===== config.mk =====
export PLATFORM = sky130hd
export DESIGN_NAME = stream_serializer
export DESIGN_NICKNAME = d
export VERILOG_FILES = /design/src/rtl/stream_serializer.sv
export SDC_FILE = /design/constraint.sdc
export NUM_CORES = 1
export LEC_CHECK = 0
export BUFFER_PORTS_ARGS = -buffer_cell sky130_fd_sc_hd__buf_2
export CORE_ASPECT_RATIO = 1.1
export CORE_MARGIN = 2
export CORE_UTILIZATION = 45
export CTS_CLUSTER_SIZE = 40
export DETAILED_ROUTE_END_ITERATION = 12
export PLACE_DENSITY = 0.77
export RECOVER_POWER = 100
export SKIP_LAST_GASP = 1
export SLEW_MARGIN = 20
export SYNTH_ARGS = -nofsm -noshare
export SYNTH_HDL_FRONTEND = slang
export SYNTH_SLANG_ARGS = --single-unit

===== constraint.sdc =====
create_clock -name clk -period 2.7 [get_ports clk]
set_input_delay 0.405 -clock clk [delete_from_list [all_inputs] [get_ports clk]]
set_output_delay 0.405 -clock clk [all_outputs]
set_load 0.02 [all_outputs]

===== src/rtl/stream_serializer.sv =====
// Parallel-to-serial stage: accepts WIDTH-bit words on a valid/ready handshake
// and shifts them out one bit per clock, gapless when words arrive back to back.
//
// state | meaning
// IDLE  | no word loaded, ser_out holds IDLE_BIT, ready for a word
// SHIFT | word in shreg, cnt = index of the bit currently on ser_out
module stream_serializer #(
    parameter int   WIDTH     = 8,
    parameter bit   MSB_FIRST = 1'b1,
    parameter logic IDLE_BIT  = 1'b1
) (
    input  logic             clk,
    input  logic             reset_n,
    input  logic             load_valid,
    input  logic [WIDTH-1:0] load_data,
    output logic             load_ready,
    output logic             ser_out,
    output logic             bit_valid,
    output logic             busy,
    output logic             word_done
);

    localparam int CW = $clog2(WIDTH);

    typedef enum logic {IDLE, SHIFT} state_t;

    state_t           state, state_nxt;
    logic [WIDTH-1:0] shreg, shreg_nxt;
    logic [CW-1:0]    cnt, cnt_nxt;
    logic             last_bit;
    logic             accept;

    assign last_bit   = (state == SHIFT) && (cnt == CW'(WIDTH - 1));
    assign load_ready = (state == IDLE) || last_bit;
    assign accept     = load_valid && load_ready;
    assign bit_valid  = (state == SHIFT);
    assign busy       = (state == SHIFT);
    assign word_done  = last_bit;
    assign ser_out    = (state == SHIFT) ? (MSB_FIRST ? shreg[WIDTH-1] : shreg[0])
                                         : IDLE_BIT;

    always_ff @(posedge clk or negedge reset_n) begin
        if (!reset_n) begin
            state <= IDLE;
            shreg <= '0;
            cnt   <= '0;
        end else begin
            state <= state_nxt;
            shreg <= shreg_nxt;
            cnt   <= cnt_nxt;
        end
    end

    // A load on the last bit takes priority so the next word follows with no gap.
    always_comb begin
        state_nxt = state;
        shreg_nxt = shreg;
        cnt_nxt   = cnt;
        if (accept) begin
            state_nxt = SHIFT;
            shreg_nxt = load_data;
            cnt_nxt   = '0;
        end else if (state == SHIFT) begin
            if (last_bit) begin
                state_nxt = IDLE;
            end else begin
                shreg_nxt = MSB_FIRST ? {shreg[WIDTH-2:0], 1'b0}
                                      : {1'b0, shreg[WIDTH-1:1]};
                cnt_nxt   = cnt + CW'(1);
            end
        end
    end

endmodule

==> impl_metrics.yaml, run 1 <==
floorplanning:
  num_io_pins: 16
  die_area_mm2: 0.001748
  die_h_um: 43.65
  die_width_um: 40.05
  initial_utilization_pct: 47.68
  fp.coreArea_mm2: 0.001349
  rows: 14
synthesis:
  dominantRegCellSynth: "sky130_fd_sc_hd__dfrtp_1"
  synth_compound_gate_area_share_pct: 0
  synth.yosys.warnings: 0
  postSynthAreaPerCell_um2: 14.96
  synth_edf_count: 0
  ys_ff_latch: 12
  synthAdderAreaFrac_pct: 3.891
  synth.largest_area_cell: "sky130_fd_sc_hd__dfrtp_1"
  post_synth_xor_area_fraction_pct: 0
  post_synth_simple_gate_area_pct: 8.171
  synthesized_nets: 56
  netlist_area_um2: 643.1
  syn-instance-count: 43
  synth_most_common_cell: "sky130_fd_sc_hd__dfrtp_1"
  synth_sequential_area_ratio_pct: 46.69
  main_area_contributors_after_synthesis: "sky130_fd_sc_hd__dfrtp_1 47%, sky130_fd_sc_hd__mux2_4 23%, sky130_fd_sc_hd__mux2_2 12%"
  synth_commonest_cells: "12 x sky130_fd_sc_hd__dfrtp_1, 10 x sky130_fd_sc_hd__mux2_4, 7 x sky130_fd_sc_hd__mux2_2"
  synth_largest_type_area_fraction_pct: 46.69
  dominant_combinational_cell_family_by_area_after_synthesis: "multiplexers"
  asyncSetResetFlopFracSynth_pct: 100.0
  synthMuxAreaShare_pct: 37.16
  post_synth_num_cell_types: 10
clock_network:
  cts_max_level: 1
  cts_max_path_bufs: 2
  postCtsSetupRepairBufs: 0
  cts_tree: "built"
  cts_inserted_buffers: 3
  postCtsResizedCells: 0
  root_buffer: "sky130_fd_sc_hd__clkbuf_4"
  cts_num_sinks: 12
  ctsHoldBuffers: 1
  clk_transition_reported_paths_ns: 0.08
  clkLatencyLatePin_ns: 0.27
pwr:
  netSwitchingFraction_pct: 32.56
  power_density_mw_per_mm2: 985.9
  power_switching_uw: 235.0
  p_comb_share_pct: 39.6
  vdd.ir_drop.worst_mv: 0.4411
  p_int_uw: 486.7
  p_seq_share_pct: 40.5
  leakagePower_uw: 0.0003685
  power.share.clock_pct: 19.9
global_routing:
  globalRouteTotalUtil_pct: 14.83
  grt_antenna_before_repair: 0
  grt_first_pass_wirelength_um: 1718
  pin_count_of_the_biggest_net_entering_global_routing: 14
  overflow: 0
  grt_pass1_vias: 402
sta:
  maxClockFrequency_mhz: 466.0
  whs_ns: 0.4649
  unrepaired_setup_endpoints_after_global_routing: "no"
  slew_headroom_pct: 57.56
  finalMaxSlewViolations: 0
  setup_viol_count_final: 0
  worst_clock_skew_ns: 0.007469
  final_hold_viol_count: 0
  fin_crit_sh_pct: 79.48
  max_slew.worst_pin.slew_ns: 0.6366
  layout_min_cycle_time_ns: 2.146
  setup_total_negative_slack_ns: 0
critical_path:
  ff2ff_path_depth: 4
  crit_fanout: 13
  cpMaxStageDelayCell: "sky130_fd_sc_hd__dfrtp_1"
  cp_data_required_time_ns: 2.30
  timing.setup.critical_path_class: "register to output pin"
  endpoint_kind: "output pin"
  critical_path.startpoint_type: "register"
  worst_path_cell_chain: "ha_1 -> ha_1 -> nand2b_1 -> clkbuf_1"
  max_stage_delay_ns: 0.41
  timing.critical_path.mode_cell: "sky130_fd_sc_hd__ha_1"
  worst-endpoint-arrival_ns: 1.74
route:
  vias_post_dr: 367
  drt-total-wl_um: 950
  detail_route.drc_violations: 0
  wl_per_cell_um: 12.50
  vias_per_cell: 4.829
  detail_route.iter0.violations: 0
  ant_nets: 0
  dr.pass1.iters: 1
status:
  outcome: "finished, final reports clean"
placed_design:
  dp_cells: 71
  port_buffers: 15
  gp_routability_congestion: 0.6808
layout:
  area_growth_syn_to_layout_pct: 13.81
  num_antenna_cells: 0
  non_filler_instance_count_after_layout: 76
  layout_cells_sized_above_1_pct: 41.67
  fillerInstances: 138
  layout.area.seq_um2: 300.3
  multi_input_area_um2: 297.8
  nets: 74
run:
  cap_viol_max_count: 0
min_path:
  min_delay_path_depth: 3
  holdCritPathClass: "primary input to register"
## power by group through the flow
stage	logic, uW	clock network [uW]	registers [uW]
after detailed placement	343	0	300
after global placement	334	0	294
final	286	144	292
after global routing	324	154	302
after CTS	346	147	296
after floorplan	287	0	290
## registers in the layout, summed over array words and instances (netlist names)
| register | flops |
|---|---|
| bit_valid | 1 |
| cnt | 3 |
| shreg | 8 |
## final timing paths
check	start	endpoint	slack, ns
min reg2reg	shreg[4]$_DFFE_PN0P_	shreg[5]$_DFFE_PN0P_	0.48
max	cnt[0]$_DFFE_PN0P_	load_ready	0.55
max in group asynchronous	reset_n	shreg[3]$_DFFE_PN0P_	1.63
min	load_data[2]	shreg[2]$_DFFE_PN0P_	0.46
max reg2reg	cnt[0]$_DFFE_PN0P_	shreg[3]$_DFFE_PN0P_	0.95
min in group asynchronous	reset_n	shreg[1]$_DFFE_PN0P_	0.65
## layer usage
layer  wire, um  vias to the layer above  track usage (%)
met5          0                        -                0
met4         10                        0            10.34
met3         72                        2            3.077
met2        427                       15            22.26
met1        439                      169            18.33
li1           -                      181                -
## kinds of logic (layout without fill, tap and decap cells)
logic type,Yosys count,after routing
mux,18,18
simple gates,8,8
buf+inv,3,20
flops,12,12
fa+ha+maj,2,2
## critical path: cells and delay by family, from the launching register on
kind,cells,cell delay (ns)
adders and majority gates,2,0.38
buffers and inverters,1,0.28
DFF,1,0.41
and+or+nand+nor,1,0.40
## cell type report
| type | count | share of cell area (%) |
|---|---|---|
| clock buffer | 4 | 4.957 |
| multi-input combinational | 28 | 40.68 |
| sequential | 12 | 41.03 |
| tap | 16 | 2.735 |
| timing repair buffer | 16 | 10.60 |
## metrics by stage
step | cell area, um^2 | setup WS (ns) | util, % | total power (uW)
6_report | 732.0 | 0.5540 | 54.27 | 721.6
5_1_grt | 732.0 | 0.4325 | 54.27 | 780.4
4_1_cts | 758.2 | 0.4473 | 56.22 | 789.0
3_5_place_dp | 711.9 | 0.7667 | 52.78 | 642.7
3_3_place_gp | 711.9 | 0.8005 | 52.78 | 627.7
2_1_floorplan | 643.1 | 1.140 | - | 577.9
## placed cells by master, fill, tap and decap left out
cell type / Yosys / routed
sky130_fd_sc_hd__and2_0: 0 / 1
sky130_fd_sc_hd__mux2_1: 0 / 5
sky130_fd_sc_hd__nand2b_1: 4 / 4
sky130_fd_sc_hd__buf_2: 0 / 9
sky130_fd_sc_hd__dlygate4sd3_1: 0 / 1
sky130_fd_sc_hd__mux2_4: 10 / 5
sky130_fd_sc_hd__and2b_1: 2 / 2
sky130_fd_sc_hd__clkbuf_1: 0 / 6
sky130_fd_sc_hd__ha_1: 2 / 2
sky130_fd_sc_hd__mux2_2: 7 / 7
sky130_fd_sc_hd__clkbuf_8: 0 / 1
sky130_fd_sc_hd__mux2i_1: 1 / 1
sky130_fd_sc_hd__and2_1: 2 / 1
sky130_fd_sc_hd__clkbuf_4: 0 / 3
sky130_fd_sc_hd__dfrtp_1: 12 / 12
Note: power is estimated with default switching activity, not from simulation.
==> run 2, diff against run 1 <==
- ABC_AREA: default -> 1
- CORE_ASPECT_RATIO: 1.1 -> default
- CORE_UTILIZATION: 45 -> 43
- PLACE_DENSITY: 0.77 -> 0.78
- clock period: 2.7 -> 1.9 ns (I/O delays scaled with it)
==> impl_metrics.yaml, run 2 <==
sta:
  final_hold_viol_count: 0
  final_critical_path_setup_slack_ns: 0.1283
  fin_crit_sh_pct: 93.25
  max_slew.worst_pin.slew_ns: 0.6436
  layout_min_cycle_time_ns: 1.772
  setup_total_negative_slack_ns: 0
  unrepaired_setup_endpoints_after_global_routing: "no"
  setup_viol_count_final: 0
  whs_ns: 0.2533
  slew_headroom_pct: 57.09
  worst_clock_skew_ns: 0.004894
  finalMaxSlewViolations: 0
  maxClockFrequency_mhz: 564.4
layout:
  largest_reg_flops: 8
  layout.area.seq_um2: 300.3
  nets: 97
  multi_input_area_um2: 237.7
  most-common-layout-cells: "26 x sky130_fd_sc_hd__nand3_1, 15 x sky130_fd_sc_hd__nand2_1, 12 x sky130_fd_sc_hd__dfrtp_1"
  finalInstanceArea_um2: 686.9
  area_growth_syn_to_layout_pct: 17.56
  largest_register_by_flop_count: "shreg"
  fillerInstances: 120
  fin_util_pct: 53.46
  layout_cells_sized_above_1_pct: 22.89
  most_frequent_standard_cell_in_the_layout_excluding_fill_and_tap_cells: "sky130_fd_sc_hd__nand3_1"
  num_antenna_cells: 0
critical_path:
  worst-endpoint-arrival_ns: 1.49
  crit_fanout: 11
  cp_data_required_time_ns: 1.62
  worst_path_cell_chain: "ha_1 -> ha_1 -> inv_2 -> nand2_4 -> buf_2"
  timing.critical_path.mode_cell: "sky130_fd_sc_hd__ha_1"
  cpMaxStageDelayCell: "sky130_fd_sc_hd__dfrtp_1"
  max_stage_delay_ns: 0.40
  timing.setup.critical_path_class: "register to output pin"
  critical_path.startpoint_type: "register"
  endpoint_kind: "output pin"
clock_network:
  cts_max_level: 1
  postCtsSetupRepairBufs: 0
  clkLatencyLatePin_ns: 0.28
  cts_inserted_buffers: 3
  cts_tree: "built"
  clk_transition_reported_paths_ns: 0.08
  cts_num_sinks: 12
  cts_max_path_bufs: 2
  root_buffer: "sky130_fd_sc_hd__clkbuf_4"
synthesis:
  synthAdderAreaFrac_pct: 4.283
  synth_edf_count: 0
  dominant_combinational_cell_family_by_area_after_synthesis: "simple AND/OR/NAND/NOR gates"
  netlist_area_um2: 584.3
  synthMuxAreaShare_pct: 0
  post_synth_xor_area_fraction_pct: 0
  dominantRegCellSynth: "sky130_fd_sc_hd__dfrtp_1"
  ys_ff_latch: 12
  postSynthAreaPerCell_um2: 8.721
  synthesized_nets: 80
  synth_most_common_cell: "sky130_fd_sc_hd__nand3_1"
  synth_compound_gate_area_share_pct: 0.8565
  synth_largest_type_area_fraction_pct: 51.39
  synth.yosys.warnings: 0
  post_synth_num_cell_types: 11
  synth.largest_area_cell: "sky130_fd_sc_hd__dfrtp_1"
  synth_sequential_area_ratio_pct: 51.39
  syn-instance-count: 67
  post_synth_simple_gate_area_pct: 34.48
  synth_commonest_cells: "26 x sky130_fd_sc_hd__nand3_1, 14 x sky130_fd_sc_hd__nand2_1, 12 x sky130_fd_sc_hd__dfrtp_1"
  main_area_contributors_after_synthesis: "sky130_fd_sc_hd__dfrtp_1 51%, sky130_fd_sc_hd__nand3_1 22%, sky130_fd_sc_hd__nand2_1 9.0%"
  asyncSetResetFlopFracSynth_pct: 100.0
placed_design:
  dp_hpwl_um: 769.1
  area_after_dpl_um2: 640.6
  detailedPlace.worstSlack_ns: 0.2718
  port_buffers: 15
  gp_routability_congestion: 0.6717
global_routing:
  pin_count_of_the_biggest_net_entering_global_routing: 23
  grt_first_pass_wirelength_um: 1738
  overflow: 0
  grt_antenna_before_repair: 0
  globalRouteTotalUtil_pct: 17.05
  grt_pass1_vias: 403
status:
  outcome: "finished, final reports clean"
min_path:
  holdCritPathClass: "primary input to register"
route:
  dr.pass1.iters: 4
  detail_route.drc_violations: 0
  detail_route.iter0.violations: 12
  ant_nets: 0
  drt-total-wl_um: 1170
  wl_per_cell_um: 11.94
  vias_post_dr: 532
  vias_per_cell: 5.429
pwr:
  netSwitchingFraction_pct: 40.36
  p_seq_share_pct: 40.2
  power.share.clock_pct: 20.0
  leakagePower_uw: 0.0003657
  vdd.ir_drop.worst_mv: 0.5211
  power_switching_uw: 416.0
  p_comb_share_pct: 39.8
  p_int_uw: 614.7
  power_density_mw_per_mm2: 1501
floorplanning:
  num_io_pins: 16
  rows: 13
  initial_utilization_pct: 45.47
  die_area_mm2: 0.001670
  die_width_um: 40.86
  die_h_um: 40.86
  fp.coreArea_mm2: 0.001285
run:
  cap_viol_max_count: 0
[run 2: path summary, 6_finish.rpt]
check	cells after the start	slack [ns]	to	startpoint
worst max register to register	5	0.32	shreg[4]$_DFFE_PN0P_	cnt[0]$_DFFE_PN0P_
worst min register to register	2	0.50	shreg[5]$_DFFE_PN0P_	shreg[4]$_DFFE_PN0P_
min in group asynchronous	2	0.53	cnt[1]$_DFFE_PN0P_	reset_n
worst max-delay path	5	0.13	load_ready	cnt[0]$_DFFE_PN0P_
max in group asynchronous	2	0.95	shreg[4]$_DFFE_PN0P_	reset_n
worst min-delay path	3	0.25	shreg[0]$_DFFE_PN0P_	load_data[0]
[run 2: cells by family (layout without fill, tap and decap cells)]
kind of cell             Yosys count  in the layout
buffers and inverters              9             24
AND/OR/NAND/NOR                   43             44
flip-flops                        12             12
adder cells (fa/ha/maj)            2              2
AO/OA/AOI/OAI                      1              1
[run 2: cell type report]
cell class                      instances  area share (%)
Tap cell                               15           2.732
Sequential cell                        12           43.72
Multi-Input combinational cell         47           34.61
Inverter                                4           2.186
Clock buffer                            4           5.282
Timing Repair Buffer                   16           11.48
[run 2: critical path: cells and delay by family, from the launching register on]
family	cells	cell delay, ns
simple gates	1	0.10
flops	1	0.40
fa+ha+maj	2	0.43
buf+inv	2	0.28
[run 2: routing by layer]
layer | track usage, % | part of all wire (%) | wire, um | up-vias
li1 | - | - | - | 261
met4 | 12.50 | 2.9 | 34 | 0
met3 | 4.891 | 6.8 | 79 | 5
met2 | 23.44 | 46 | 537 | 29
met5 | 0 | 0 | 0 | -
met1 | 22.41 | 44 | 518 | 237
[run 2: power by group through the flow]
stage	sequential [uW]	combinational [uW]	clock [uW]
after global routing	432	474	223
final	414	410	206
after global placement	412	391	0
after detailed placement	417	410	0
after CTS	413	419	213
after floorplan	413	334	0
[run 2: metrics by stage]
stage / power, uW / instances
after floorplan: 747.4 / 67
after global placement: 803.7 / 92
after detailed placement: 826.6 / 92
after CTS: 1045 / 97
after global routing: 1129 / 98
final: 1031 / 98
[run 2: repair_timing]
action,4_1_cts,5_1_grt
gates resized for setup,1,1
hold buffers,1,0
cloned,0,1
pin swaps,0,1
setup endpoints to repair,1,1
hold endpoints to repair,12,0
